File: src/rtl/mac_stream_engine.sv
// -----------------------------------------------------------------------------
// mac_stream_engine
// Output-stationary multiply-accumulate engine with N_MACS lanes.
// Each accepted input beat carries one activation and one weight per lane.
// Every lane accumulates K beats, where K is latched at start. Results then
// drain one lane per output handshake.
//
// Ports
//   clk, rst               clock (rising edge); asynchronous active-low reset
//   start, abort           job request (IDLE only); synchronous cancel
//   len, sat_en            beat count K and saturate/wrap mode, both latched at start
//   in_valid/in_ready      input beat handshake
//   in_a, in_w             signed activation; lane i weight = in_w[i*W +: W]
//   out_valid/out_ready    result handshake
//   out_data, out_lane     lane accumulator and its index
//   out_last               high with the final lane's result
//   ovf                    per-lane sticky overflow for the current or last job
//   busy, done             engine not idle; one-cycle pulse after the last result
// -----------------------------------------------------------------------------
module mac_stream_engine #(
  parameter int W      = 8,
  parameter int ACC_W  = 16,
  parameter int N_MACS = 4,
  parameter int LEN_W  = 8,
  localparam int LANE_W = (N_MACS > 1) ? $clog2(N_MACS) : 1
) (
  input  logic                     clk,
  input  logic                     rst,
  input  logic                     start,
  input  logic                     abort,
  input  logic [LEN_W-1:0]         len,
  input  logic                     sat_en,
  input  logic                     in_valid,
  output logic                     in_ready,
  input  logic signed [W-1:0]      in_a,
  input  logic [N_MACS*W-1:0]      in_w,
  output logic                     out_valid,
  input  logic                     out_ready,
  output logic signed [ACC_W-1:0]  out_data,
  output logic [LANE_W-1:0]        out_lane,
  output logic                     out_last,
  output logic [N_MACS-1:0]        ovf,
  output logic                     busy,
  output logic                     done
);

  localparam logic [LANE_W-1:0] LAST_LANE = LANE_W'(N_MACS - 1);

  typedef enum logic [1:0] {IDLE, ACCUM, FLUSH, DRAIN} state_t;

  state_t                  state;
  logic [LEN_W-1:0]        cnt;
  logic [LEN_W-1:0]        len_q;
  logic                    sat_q;

  logic signed [2*W-1:0]   prod_p0 [N_MACS];
  logic signed [2*W-1:0]   prod_p1 [N_MACS];
  logic                    vld_p1;
  logic signed [ACC_W-1:0] acc_nxt_p1 [N_MACS];
  logic [N_MACS-1:0]       ovf_hit_p1;
  logic signed [ACC_W-1:0] acc_p2 [N_MACS];

  // Adds a sign-extended product to an accumulator in ACC_W+1 bits.
  // Returns {overflow, result}. On overflow, sat clamps toward the sign of
  // the true sum; otherwise the low ACC_W bits are kept (wrap).
  function automatic logic [ACC_W:0] acc_add(input logic signed [ACC_W-1:0] a,
                                             input logic signed [2*W-1:0]   p,
                                             input logic                    sat);
    logic signed [ACC_W:0] sum;
    logic                  ovfl;
    logic [ACC_W-1:0]      res;
    sum  = $signed({a[ACC_W-1], a}) + $signed({{(ACC_W+1-2*W){p[2*W-1]}}, p});
    ovfl = sum[ACC_W] ^ sum[ACC_W-1];
    if (ovfl && sat)
      res = sum[ACC_W] ? {1'b1, {(ACC_W-1){1'b0}}} : {1'b0, {(ACC_W-1){1'b1}}};
    else
      res = sum[ACC_W-1:0];
    return {ovfl, res};
  endfunction

  // ---- stage 0: lane products from the live input beat ----
  always_comb begin
    for (int i = 0; i < N_MACS; i++)
      prod_p0[i] = in_a * $signed(in_w[i*W +: W]);
  end

  // ---- stage 1 -> 2: accumulate the registered products ----
  always_comb begin
    ovf_hit_p1 = '0;
    for (int i = 0; i < N_MACS; i++)
      {ovf_hit_p1[i], acc_nxt_p1[i]} = acc_add(acc_p2[i], prod_p1[i], sat_q);
  end

  assign in_ready = (state == ACCUM);
  assign busy     = (state != IDLE);
  assign out_data = out_valid ? acc_p2[out_lane] : '0;
  assign out_last = out_valid && (out_lane == LAST_LANE);

  always_ff @(posedge clk or negedge rst) begin
    if (!rst) begin
      state     <= IDLE;
      cnt       <= '0;
      len_q     <= '0;
      sat_q     <= 1'b0;
      vld_p1    <= 1'b0;
      out_valid <= 1'b0;
      out_lane  <= '0;
      done      <= 1'b0;
      ovf       <= '0;
      for (int i = 0; i < N_MACS; i++) begin
        prod_p1[i] <= '0;
        acc_p2[i]  <= '0;
      end
    end else begin
      done   <= 1'b0;
      vld_p1 <= 1'b0;
      // Abort wins over everything. The in-flight product is dropped by
      // vld_p1 clearing. The accumulators and ovf keep their values.
      if (abort && state != IDLE) begin
        state     <= IDLE;
        out_valid <= 1'b0;
        out_lane  <= '0;
      end else begin
        case (state)
          IDLE: begin
            if (start) begin
              len_q    <= len;
              sat_q    <= sat_en;
              cnt      <= '0;
              ovf      <= '0;
              out_lane <= '0;
              for (int i = 0; i < N_MACS; i++) acc_p2[i] <= '0;
              if (len == '0) begin
                state     <= DRAIN;
                out_valid <= 1'b1;
              end else begin
                state <= ACCUM;
              end
            end
          end
          ACCUM: begin
            if (in_valid) begin
              prod_p1 <= prod_p0;
              vld_p1  <= 1'b1;
              cnt     <= cnt + 1'b1;
              if (cnt == len_q - 1'b1) state <= FLUSH;
            end
            if (vld_p1) begin
              acc_p2 <= acc_nxt_p1;
              ovf    <= ovf | ovf_hit_p1;
            end
          end
          FLUSH: begin
            if (vld_p1) begin
              acc_p2 <= acc_nxt_p1;
              ovf    <= ovf | ovf_hit_p1;
            end
            state     <= DRAIN;
            out_valid <= 1'b1;
            out_lane  <= '0;
          end
          DRAIN: begin
            if (out_ready) begin
              if (out_lane == LAST_LANE) begin
                state     <= IDLE;
                out_valid <= 1'b0;
                out_lane  <= '0;
                done      <= 1'b1;
              end else begin
                out_lane <= out_lane + 1'b1;
              end
            end
          end
          default: state <= IDLE;
        endcase
      end
    end
  end

endmodule

File: config.mk
export PLATFORM = sky130hd
export DESIGN_NAME = mac_stream_engine
export DESIGN_NICKNAME = d
export VERILOG_FILES = /design/src/rtl/mac_stream_engine.sv
export SDC_FILE = /design/constraint.sdc
export NUM_CORES = 1
export LEC_CHECK = 0
export BUFFER_PORTS_ARGS = -buffer_cell sky130_fd_sc_hd__buf_2
export CAP_MARGIN = 20
export CORE_MARGIN = 2
export CORE_UTILIZATION = 56
export CTS_CLUSTER_DIAMETER = 120
export DETAILED_ROUTE_END_ITERATION = 10
export GPL_TIMING_DRIVEN = 0
export PLACE_DENSITY = 0.73
export SLEW_MARGIN = 25
export SYNTH_ARGS = -nofsm -noshare
export SYNTH_HDL_FRONTEND = slang
export SYNTH_SLANG_ARGS = --single-unit
File: constraint.sdc
create_clock -name clk -period 3.6 [get_ports clk]
set_input_delay 0.72 -clock clk [delete_from_list [all_inputs] [get_ports clk]]
set_output_delay 0.72 -clock clk [all_outputs]
set_load 0.02 [all_outputs]
==> results by group <==
Route
  • Drt wl/cell: 19.6 um
  • Via count: 16,500
  • Via-to-Cell Ratio: 5.79
  • DRC viols: 0
  • Final ANT Viol Nets: 0
  • First DRT Iteration DRCs: 1,206
  • DRT Wirelength: 55,900 um
  • Pre-antenna DRT Iters: 5

Timing
  • Slew Viols, Final: 0
  • Fmax: 224 MHz
  • Slew Limit Headroom: 0.235
  • Clock Skew: 9.79 ps
  • Unrepaired setup endpoints after global routing: true
  • Endpoints failing hold: 0
  • Final worst path period share: 1.24
  • Setup violators final: 36
  • Setup TNS: -19,940 ps
  • Tmin final: 4460 ps
  • Setup ws final: -857 ps
  • WHS: 236 ps
  • Worst Tran Pin Value: 1150 ps

Power and ir drop
  • Sequential share of power: 0.171
  • Clock power frac: 0.089
  • Internal power: 9970 uW
  • Total net switching power: 9890 uW
  • Tot Pwr: 19,900 uW
  • Comb pwr share: 0.740
  • LEAKAGE: 0.0116 uW
  • Net Sw Frac: 0.498
  • Max VDD drop: 492 uV
  • Power Density: 844 nW/um^2

Critical path
  • Critical-path cell with the highest stage delay: fa_2
  • Worst Path Required: 3890 ps
  • Crit-path max cell delay: 600 ps
  • Crit. End Element: flop
  • Worst-path cell chain: buf_12 -> clkbuf_16 -> and2_4 -> fa_2 -> inv_2 -> fa_1 -> fa_1 -> fa_1 -> inv_1 -> ha_1 -> or2_2 -> a21oi_2 -> a31oi_4 -> xnor2_2 -> o21ai_1
  • Critical path class: in -> reg
  • CP most frequent cell: fa_1
  • Worst-path maximum fanout: 9
  • Worst Path Arrival: 4750 ps
  • Critical Path Source Type: input pin

Clocking
  • Num CTS Buffers: 17
  • H-tree depth: 4
  • CTS tree: built
  • Clock Tree Buf Depth: 2
  • CTS Root Cell: clkbuf_16
  • Clock Latency Late Sink: 440 ps
  • Clock-pin transition on the worst setup and hold timing paths: 60 ps
  • Clk sink count: 156
  • Hold Buf Count CTS: 0

Yosys
  • Largest family of logic cells by synthesized area: adder cells
  • Sequential area share after synthesis: 0.195
  • Yosys warns: 0
  • Synthesis-stage register bit count: 156
  • Ys flop type: dfrtp_1
  • Mean Syn Cell Area: 8.98 sq um
  • Yosys cell types: 74
  • Synthesized cell area: 20,000 sq um
  • Simple-Gate Fraction of Synth Area: 0.168
  • Fraction of the mapped netlist area in adder cells: 0.341
  • Mux cell area share after synthesis: 0.0289
  • Post-synthesis async set-or-reset flop share: 1.00
  • Top-area cell type share of the netlist area: 0.224
  • Top cells by area, synth: fa_1, dfrtp_1, ha_1
  • Compound-cell area share of the yosys netlist: 0.132
  • Post-Syn Nets: 2,694
  • Post-synthesis xor/xnor area fraction: 0.0516
  • Post-synth EDFFs: 0
  • Yosys top cell by area: fa_1
  • Syn Inst Count: 2,228

Placement
  • GP Congestion: 0.927
  • IO Port Bufs: 81
  • Post-DP HPWL: 42,500 um

Status
  • Failing checks: setup timing
  • Status: finished, violations left

GRT
  • Remaining Overflow, GRT: 0
  • Number of global-route vias before repair: 16,700
  • GRT Overall Usage: 0.309
  • First-pass GRT wire length: 87,600 um
  • Initial antenna violation count: 0
  • Largest net degree at the start of global routing: 82

Cells and area
  • Share of cells above drive strength 1: 0.186
  • Commonest non-fill, non-tap cell in the layout: inv_1
  • Most frequent cells in the layout: inv_1, nand2_1, fa_1
  • Fillers: 2,818
  • Ant diodes: 0
  • Sequential Area: 3900 sq um
  • Multi-input gate area in the final layout: 15,400 sq um
  • Area Overhead vs Synth: 17.6%
  • # nets final: 2,846

Die
  • I/O Pins: 82
  • Standard-cell rows: 69
  • Starting Density: 0.565
  • Die H: 193 um
  • Die Area: 37,200 sq um
  • Width of the die: 193 um
  • Core Box Area: 35,400 sq um

Flow run
  • Max-Cap Viols: 0

Min path
  • Worst hold path class: in -> async
-- flip-flops by register name, summed over array words and instances, names as in the netlist --
name	flops
acc_p2	64
prod_p1	64
cnt	8
len_q	8
ovf	4
out_lane	2
state	2
done	1
out_valid	1
sat_q	1
vld_p1	1
-- metrics by stage --
stage / setup slack [ps] / cell area (sq um) / instances / utilization
final: -857 / 23500 / 2854 / 0.665
after global routing: -988 / 23500 / 2854 / 0.665
after CTS: -815 / 23000 / 2839 / 0.649
after detailed placement: -1670 / 21500 / 2771 / 0.606
after global placement: -1580 / 21400 / 2770 / 0.605
after floorplan: -976 / 20400 / 2228 / -
-- metal layers --
| layer | vias to the layer above | GRT usage | part of all wire |
|---|---|---|---|
| met5 | - | 0 | 0 |
| met4 | 0 | 0.135 | 0.042 |
| met3 | 132 | 0.0405 | 0.068 |
| met2 | 655 | 0.520 | 0.48 |
| met1 | 8129 | 0.402 | 0.41 |
| li1 | 7620 | - | - |
-- power groups by stage --
stage	Sequential [uW]	Clock (uW)	Combinational, uW
3_3_place_gp	3370	0	12200
3_5_place_dp	3390	0	12600
4_1_cts	3370	1770	13600
5_1_grt	3450	1860	16200
2_1_floorplan	2940	0	9860
6_report	3400	1760	14700
-- worst max-delay path: cells and delay by family --
family / cells / cell delay [ps]
AND/OR/NAND/NOR: 2 / 530
adder cells (fa/ha/maj): 5 / 2520
AO/OA/AOI/OAI: 3 / 350
XOR/XNOR: 1 / 220
buffers and inverters: 4 / 400
-- Yosys cell counts (3+ instances only) --
library cell and instances:
nand2b_1 17, nor3_1 39, nor4_1 7, o41ai_1 7, nor2_1 96, o21ai_0 100, dfrtp_1 156, and2_1 180
buf_2 6, a211oi_1 10, a221o_2 13, o21a_1 16, a21boi_0 10, a21oi_1 96, a21o_1 34, nand2_1 232
xor2_1 41, nand4_1 6, o21bai_1 6, xnor2_1 75, buf_1 3, mux2i_1 6, a211o_1 3, nor2b_1 28
o311ai_0 5, or3_1 6, or2_2 9, ha_1 187, mux2_2 14, inv_1 357, fa_1 224, nor3b_1 3
a2111oi_0 3, and3_1 19, a41oi_1 3, a31o_2 3, a221o_1 18, o211ai_1 5, mux4_2 16, a31oi_1 8
o22ai_1 3, clkbuf_1 65, nand3_1 25, o31ai_1 31
-- worst paths after layout --
kind | from | to | slack [ps] | cells past startpoint
worst min register to register | prod_p1[38] | prod_p1[38] | 490 | 2
worst max register to register | state[0] | prod_p1[26] | 80 | 10
min in group clk | prod_p1[38] | prod_p1[38] | 490 | 2
worst max-delay path | in_a[7] | prod_p1[47] | -860 | 15
max in group asynchronous | rst | acc_p2[6] | 2550 | 2
worst min-delay path | rst | acc_p2[54] | 240 | 1
-- cell families (layout without fill, tap and decap cells) --
kind of cell    after synthesis  count (layout)
fa+ha+maj                   411             411
simple gates                677             677
buf+inv                     434             599
mux                          36              36
compound gates              397             397
xor+xnor                    117             117
flops                       156             156
-- layout make-up --
type / count / share of cell area
Tap cell: 461 / 0.0245
Timing Repair Buffer: 134 / 0.0427
Buffer: 76 / 0.0305
Inverter: 357 / 0.0572
Clock inverter: 11 / 0.00473
Multi-Input combinational cell: 1638 / 0.655
Clock buffer: 21 / 0.0191
Sequential cell: 156 / 0.166
-- timing repair --
action	CTS	global route
buffers inserted	28	19
gates resized for setup	133	104
setup endpoints to repair	60	65
gates cloned	8	0
pin swaps	45	61
(Power assumes the default switching activity.)
